--- config.mk ---
export PLATFORM = sky130hd
export DESIGN_NAME = sad_phase_matcher
export DESIGN_NICKNAME = d
export VERILOG_FILES = /design/src/rtl/coinc_pkg.sv /design/src/rtl/sad_accumulator.sv /design/src/rtl/sad_phase_matcher.sv
export SDC_FILE = /design/constraint.sdc
export NUM_CORES = 1
export LEC_CHECK = 0
export ABC_AREA = 1
export CAP_MARGIN = 20
export CORE_MARGIN = 2
export CORE_UTILIZATION = 60
export CTS_CLUSTER_DIAMETER = 50
export DETAILED_ROUTE_END_ITERATION = 7
export GPL_TIMING_DRIVEN = 1
export PLACE_DENSITY = 0.85
export REMOVE_ABC_BUFFERS = 1
export SYNTH_ARGS = -nofsm -noshare
export SYNTH_HDL_FRONTEND = slang
export SYNTH_HIERARCHICAL = 1
export SYNTH_SLANG_ARGS = --single-unit
--- constraint.sdc ---
create_clock -name CLK -period 4.6 [get_ports CLK]
set_input_delay 1.38 -clock CLK [delete_from_list [all_inputs] [get_ports CLK]]
set_output_delay 1.38 -clock CLK [all_outputs]
set_load 0.05 [all_outputs]
--- src/rtl/coinc_pkg.sv ---
// Shared definitions for the SAD phase matcher: FSM state encoding,
// default SRAM record base addresses and a constant-evaluable clog2.
package coinc_pkg;

  typedef enum logic [2:0] {
    IDLE     = 3'd0,
    RD_CAP   = 3'd1,
    WAIT_CAP = 3'd2,
    RD_REF   = 3'd3,
    WAIT_REF = 3'd4,
    ACC      = 3'd5,
    EMIT     = 3'd6,
    FIN      = 3'd7
  } state_e;

  localparam int unsigned CAP_BASE_DEF = 32'd0;
  localparam int unsigned REF_BASE_DEF = 32'd262144;

  // Smallest n with 2**n >= v; usable in parameter expressions.
  function automatic int unsigned clog2_f(input int unsigned v);
    int unsigned n;
    n = 32'd0;
    while ((64'd1 << n) < 64'(v)) begin
      n = n + 32'd1;
    end
    return n;
  endfunction

endpackage

--- src/rtl/sad_accumulator.sv ---
// Accumulates |a-b| into a registered sum. Clear has priority over enable.
module sad_accumulator
  import coinc_pkg::*;
#(
  parameter int DW = 16,
  parameter int SW = 29
) (
  input  logic          clk,
  input  logic          rst,
  input  logic          clear,
  input  logic          enable,
  input  logic [DW-1:0] a,
  input  logic [DW-1:0] b,
  output logic [SW-1:0] sum
);

  logic [DW-1:0] diff_s;
  logic [SW-1:0] sum_d;
  logic [SW-1:0] sum_q;

  // Unsigned absolute difference of the two samples.
  always_comb begin
    if (a > b) begin
      diff_s = a - b;
    end else begin
      diff_s = b - a;
    end
  end

  // Next accumulated value: clear, add, or hold.
  always_comb begin
    sum_d = sum_q;
    if (clear) begin
      sum_d = '0;
    end else if (enable) begin
      sum_d = sum_q + SW'(diff_s);
    end else begin
      sum_d = sum_q;
    end
  end

  // Accumulator register.
  always_ff @(posedge clk) begin
    if (rst) begin
      sum_q <= '0;
    end else begin
      sum_q <= sum_d;
    end
  end

  assign sum = sum_q;

endmodule

--- src/rtl/sad_phase_matcher.sv ---
// Phase-scan SAD matcher: for each phase p walks the captured and reference
// records in SRAM, one sample per 2*RD_LAT+3 cycles, streams (phase, SAD)
// results with valid/ready and tracks the minimum-SAD phase.
module sad_phase_matcher
  import coinc_pkg::*;
#(
  parameter int DW        = 16,
  parameter int AW        = 20,
  parameter int LEN       = 8192,
  parameter int MAX_PHASE = 4095,
  parameter int CAP_BASE  = int'(CAP_BASE_DEF),
  parameter int REF_BASE  = int'(REF_BASE_DEF),
  parameter int RD_LAT    = 2,
  parameter int SW        = DW + int'(clog2_f(LEN)),
  parameter int PW        = int'(clog2_f(MAX_PHASE + 1))
) (
  input  logic          CLK,
  input  logic          RST,
  input  logic          START,
  input  logic          ABORT,
  input  logic [PW-1:0] PHASE_LIMIT,
  output logic [AW-1:0] MEM_ADDR,
  output logic          MEM_RD,
  input  logic [DW-1:0] MEM_DATA,
  output logic          RES_VALID,
  input  logic          RES_READY,
  output logic [PW-1:0] RES_PHASE,
  output logic [SW-1:0] RES_SUM,
  output logic [PW-1:0] BEST_PHASE,
  output logic [SW-1:0] BEST_SUM,
  output logic          BUSY,
  output logic          DONE
);

  localparam int IW = int'(clog2_f(LEN));
  localparam int WW = int'(clog2_f(RD_LAT + 1));

  state_e        state_q, state_d;
  logic [IW-1:0] i_q, i_d;
  logic [PW-1:0] phase_q, phase_d;
  logic [PW-1:0] plim_q, plim_d;
  logic [WW-1:0] wait_q, wait_d;
  logic [DW-1:0] a_q, a_d;
  logic [DW-1:0] b_q, b_d;
  logic [SW-1:0] best_sum_q, best_sum_d;
  logic [PW-1:0] best_phase_q, best_phase_d;
  logic [AW-1:0] addr_q, addr_d;
  logic          acc_clr_s;
  logic          acc_en_s;
  logic [SW-1:0] acc_sum_s;
  logic [AW-1:0] cap_addr_s;
  logic [AW-1:0] ref_addr_s;
  logic [IW-1:0] last_i_s;

  assign cap_addr_s = AW'(CAP_BASE) + AW'(i_q);
  assign ref_addr_s = AW'(REF_BASE) + AW'(i_q) + AW'(phase_q);
  assign last_i_s   = IW'(LEN - 1) - IW'(phase_q);

  sad_accumulator #(.DW(DW), .SW(SW)) u_acc (
    .clk    (CLK),
    .rst    (RST),
    .clear  (acc_clr_s),
    .enable (acc_en_s),
    .a      (a_q),
    .b      (b_q),
    .sum    (acc_sum_s)
  );

  // Next-state, counters, sample latches and best tracker.
  always_comb begin
    state_d      = state_q;
    i_d          = i_q;
    phase_d      = phase_q;
    plim_d       = plim_q;
    wait_d       = wait_q;
    a_d          = a_q;
    b_d          = b_q;
    best_sum_d   = best_sum_q;
    best_phase_d = best_phase_q;
    addr_d       = addr_q;
    acc_clr_s    = 1'b0;
    acc_en_s     = 1'b0;
    if (ABORT && (state_q != IDLE)) begin
      state_d = IDLE;
    end else begin
      case (state_q)
        IDLE: begin
          if (START) begin
            if (PHASE_LIMIT > PW'(MAX_PHASE)) begin
              plim_d = PW'(MAX_PHASE);
            end else begin
              plim_d = PHASE_LIMIT;
            end
            phase_d      = '0;
            i_d          = '0;
            acc_clr_s    = 1'b1;
            best_sum_d   = '1;
            best_phase_d = '0;
            state_d      = RD_CAP;
          end else begin
            state_d = IDLE;
          end
        end
        RD_CAP: begin
          addr_d  = cap_addr_s;
          wait_d  = '0;
          state_d = WAIT_CAP;
        end
        WAIT_CAP: begin
          if (wait_q == WW'(RD_LAT - 1)) begin
            a_d     = MEM_DATA;
            state_d = RD_REF;
          end else begin
            wait_d = wait_q + WW'(1);
          end
        end
        RD_REF: begin
          addr_d  = ref_addr_s;
          wait_d  = '0;
          state_d = WAIT_REF;
        end
        WAIT_REF: begin
          if (wait_q == WW'(RD_LAT - 1)) begin
            b_d     = MEM_DATA;
            state_d = ACC;
          end else begin
            wait_d = wait_q + WW'(1);
          end
        end
        ACC: begin
          acc_en_s = 1'b1;
          i_d      = i_q + IW'(1);
          if (i_q == last_i_s) begin
            state_d = EMIT;
          end else begin
            state_d = RD_CAP;
          end
        end
        EMIT: begin
          if (RES_READY) begin
            // Strict compare: on ties the earlier (lower) phase is kept.
            if (acc_sum_s < best_sum_q) begin
              best_sum_d   = acc_sum_s;
              best_phase_d = phase_q;
            end else begin
              best_sum_d   = best_sum_q;
            end
            if (phase_q == plim_q) begin
              state_d = FIN;
            end else begin
              phase_d   = phase_q + PW'(1);
              i_d       = '0;
              acc_clr_s = 1'b1;
              state_d   = RD_CAP;
            end
          end else begin
            state_d = EMIT;
          end
        end
        FIN: begin
          state_d = IDLE;
        end
        default: begin
          state_d = IDLE;
        end
      endcase
    end
  end

  // State and datapath registers.
  always_ff @(posedge CLK) begin
    if (RST) begin
      state_q      <= IDLE;
      i_q          <= '0;
      phase_q      <= '0;
      plim_q       <= '0;
      wait_q       <= '0;
      a_q          <= '0;
      b_q          <= '0;
      best_sum_q   <= '0;
      best_phase_q <= '0;
      addr_q       <= '0;
    end else begin
      state_q      <= state_d;
      i_q          <= i_d;
      phase_q      <= phase_d;
      plim_q       <= plim_d;
      wait_q       <= wait_d;
      a_q          <= a_d;
      b_q          <= b_d;
      best_sum_q   <= best_sum_d;
      best_phase_q <= best_phase_d;
      addr_q       <= addr_d;
    end
  end

  // Output decode from registered state; address holds outside read states.
  always_comb begin
    MEM_RD   = 1'b0;
    MEM_ADDR = addr_q;
    case (state_q)
      RD_CAP: begin
        MEM_RD   = 1'b1;
        MEM_ADDR = cap_addr_s;
      end
      RD_REF: begin
        MEM_RD   = 1'b1;
        MEM_ADDR = ref_addr_s;
      end
      default: begin
        MEM_RD   = 1'b0;
        MEM_ADDR = addr_q;
      end
    endcase
  end

  assign RES_VALID  = (state_q == EMIT);
  assign RES_PHASE  = phase_q;
  assign RES_SUM    = acc_sum_s;
  assign BEST_PHASE = best_phase_q;
  assign BEST_SUM   = best_sum_q;
  assign BUSY       = (state_q != IDLE);
  assign DONE       = (state_q == FIN);

endmodule

==> impl_metrics.json <==
{
  "status": "completed",
  "setup_viol": 0,
  "ys.flop_type": "dfxtp_1",
  "drc": 0,
  "cts_htree_levels": 4,
  "synthCells": 1969,
  "yosysSeqAreaShare_pct": 27.1,
  "io_buffer_count": 138,
  "first_pass_iters": 6,
  "syn_area_um2": 12100,
  "power_frac_seq_pct": 26.1,
  "path_cells": "ha_1, fa_1, nand2_1, nand2_1, nand2_1, nand2_1, nand2_1, nand3_1, nand3_1, nand2_1, a21oi_1, dlygate4sd2_1",
  "worst-path-buf-inv": 1,
  "slowest_delay_ns": 0.54,
  "diodes": 0,
  "wirelength_um": 35700,
  "worst-endpoint-arrival_ns": 2.97,
  "synth_area_leaders": "dfxtp_1 (27%), nand2_1 (16%), inv_1 (10%)",
  "critPathMostFrequentCell": "nand2_1",
  "power_density_nw_per_um2": 461,
  "slew_viol_final": 0,
  "track_usage_pct": 33.3,
  "grt_overflow_total": 0,
  "ios": 139,
  "period_minus_slack_ns": 4.35,
  "peakVddDrop_mv": 0.299,
  "die_y_um": 146,
  "p_sw_mw": 3.21,
  "finalHoldViolations": 0,
  "ys_ff_latch": 164,
  "clk_pin_slew_ns": 0.08,
  "area_growth_pct": 18.0,
  "finalCritPeriodShare_pct": 94.6,
  "grt_pass1_vias": 11900,
  "cellLeakagePower_nw": 7.03,
  "clkSinkCount": 164,
  "required_ns": 3.22,
  "start_kind": "register",
  "root_buffer": "clkbuf_16",
  "drive_gt1_share_pct": 5.69,
  "yosysTopAreaCell": "dfxtp_1",
  "synthDistinctLibCells": 49,
  "numCtsBuffers": 17,
  "fmax_mhz": 230,
  "die_area_um2": 21400,
  "fin_skew_ns": 0.0162,
  "switching_share_pct": 48.6,
  "critPathKind": "register to output port",
  "std_cell_rows": 52,
  "yosysWarnings": 6,
  "utilization_pct": 71.4,
  "dp_hpwl_um": 27100,
  "synth_top_area_share_pct": 27.1,
  "hold_class": "register to register",
  "drv_cap": 0,
  "syn_avg_cell_area_um2": 6.16,
  "drt_iter0_drc": 1127,
  "grt_pass1_wl_um": 58500,
  "clk_latency_ns": 0.44,
  "p_int_mw": 3.39,
  "combPwrFrac_pct": 51.7,
  "num-nets-final": 2206,
  "num_vias": 12900,
  "synth-edff-count": 0,
  "core_um2": 20000,
  "cp_slowest_cell": "dlygate4sd2_1",
  "ant_nets": 0,
  "cts_setup_buffers": 0,
  "synth_common_cells": "nand2_1 (513), inv_1 (322), nor2_1 (229)",
  "finalSetupTns_ns": 0,
  "crit_fanout": 9,
  "synthMostInstantiatedCell": "nand2_1",
  "antenna_found_initial": 1,
  "clk_path_buf_depth": 2,
  "gp_congestion": 0.975,
  "start_util_pct": 60.5,
  "hold_ws_ns": 0.450,
  "fp.dieW_um": 146,
  "endpoint_kind": "output port",
  "avgRoutedWirePerCell_um": 15.1,
  "relSlewSlack_pct": 30.4,
  "grt_max_degree": 58,
  "cpLargestDelayFamily": "adder cells",
  "clkPwrFrac_pct": 22.2,
  "grt_setup_unrepaired": "false",
  "cts_tree": "built",
  "via_per_inst": 5.47,
  "tightest_slew_ns": 1.04,
  "async_flop_share_pct": 0
}
-- layout make-up --
class                           instances  area [um2]
Multi-Input combinational cell       1399        7260
Fill cell                            1749        5720
Sequential cell                       164        3280
Timing Repair Buffer                  162        1580
Inverter                              335        1260
Clock buffer                           17         425
Tap cell                              270         338
Clock inverter                         15         176
-- logic make-up after synthesis --
kind of cell,Yosys count,synth area share [%]
AOI/OAI and AO/OA,266,11.8
xor gates and xnor gates,50,3.61
and+or+nand+nor,989,34.5
buffers and inverters,406,13.1
adders and majority gates,94,9.94
DFF,164,27.1
-- through the flow --
| step | total power, mW | area, um2 | std cells | setup slack [ns] |
|---|---|---|---|---|
| finish | 6.59 | 14300 | 2362 | 0.250 |
| global route | 6.99 | 14300 | 2362 | 0.0195 |
| CTS | 6.58 | 14300 | 2362 | 0.0122 |
| detailed placement | 5.13 | 13700 | 2330 | 0.444 |
| global placement | 5.06 | 13700 | 2330 | 0.506 |
| floorplan | 4.10 | 11800 | 1898 | 0.535 |
-- power by group through the flow --
stage | combinational (mW) | sequential (mW) | clock (mW)
floorplan | 2.10 | 2.00 | 0
global placement | 3.32 | 1.74 | 0
detailed placement | 3.38 | 1.75 | 0
CTS | 3.39 | 1.72 | 1.47
global route | 3.73 | 1.74 | 1.52
finish | 3.41 | 1.72 | 1.46
-- routing by layer --
| layer | global-route usage [%] | up-vias | share of wire [%] |
|---|---|---|---|
| li1 | - | 6393 | - |
| met4 | 13.1 | 0 | 3.4 |
| met2 | 56.0 | 505 | 47 |
| met1 | 43.3 | 5928 | 43 |
| met5 | 0 | - | 0 |
| met3 | 5.09 | 83 | 6.5 |
-- final timing paths --
kind,startpoint,endpoint,slack (ns),depth (start not counted)
max,RES_PHASE[0],MEM_ADDR[12],0.25,12
min,b_q[15],b_q[15],0.45,2
max reg2reg,a_q[10],u_acc/sum[23],0.79,21
min reg2reg,b_q[15],b_q[15],0.45,2
-- state kept, by name (all words and copies together), names as in the netlist --
name	count
BEST_PHASE	12
BEST_SUM	29
RES_PHASE	12
a_q	16
addr_q	20
b_q	16
i_q	13
plim_q	12
state_q	3
u_acc/sum	29
wait_q	2
-- placed cells by master, fill, tap and decap left out, drive strengths merged, types with 5 or more instances in the layout --
master           n
a21oi          169
buf             25
clkbuf          17
clkdlybuf4s50  128
clkinv           6
dfxtp          164
dlymetal6s2s     8
ha              90
inv            342
nand2          533
nand3          157
nand4           25
nor2           236
nor3            19
o21ai           68
o21bai           5
o221ai           5
or2             11
xnor2           12
xor2            38
-- repair_timing --
action | 4_1_cts | 5_1_grt
hold buffers | 0 | 0
endpoints found under the hold margin | 0 | 0
endpoints found under the setup margin | 1 | 8
resized for setup | 1 | 8
-- worst min-delay path: cells and delay by family (launching register included) --
kind,cells,cell delay (ns)
AOI/OAI and AO/OA,1,0.05
DFF,1,0.31
buffers and inverters,1,0.05
Note: power is estimated with default switching activity, not from simulation.
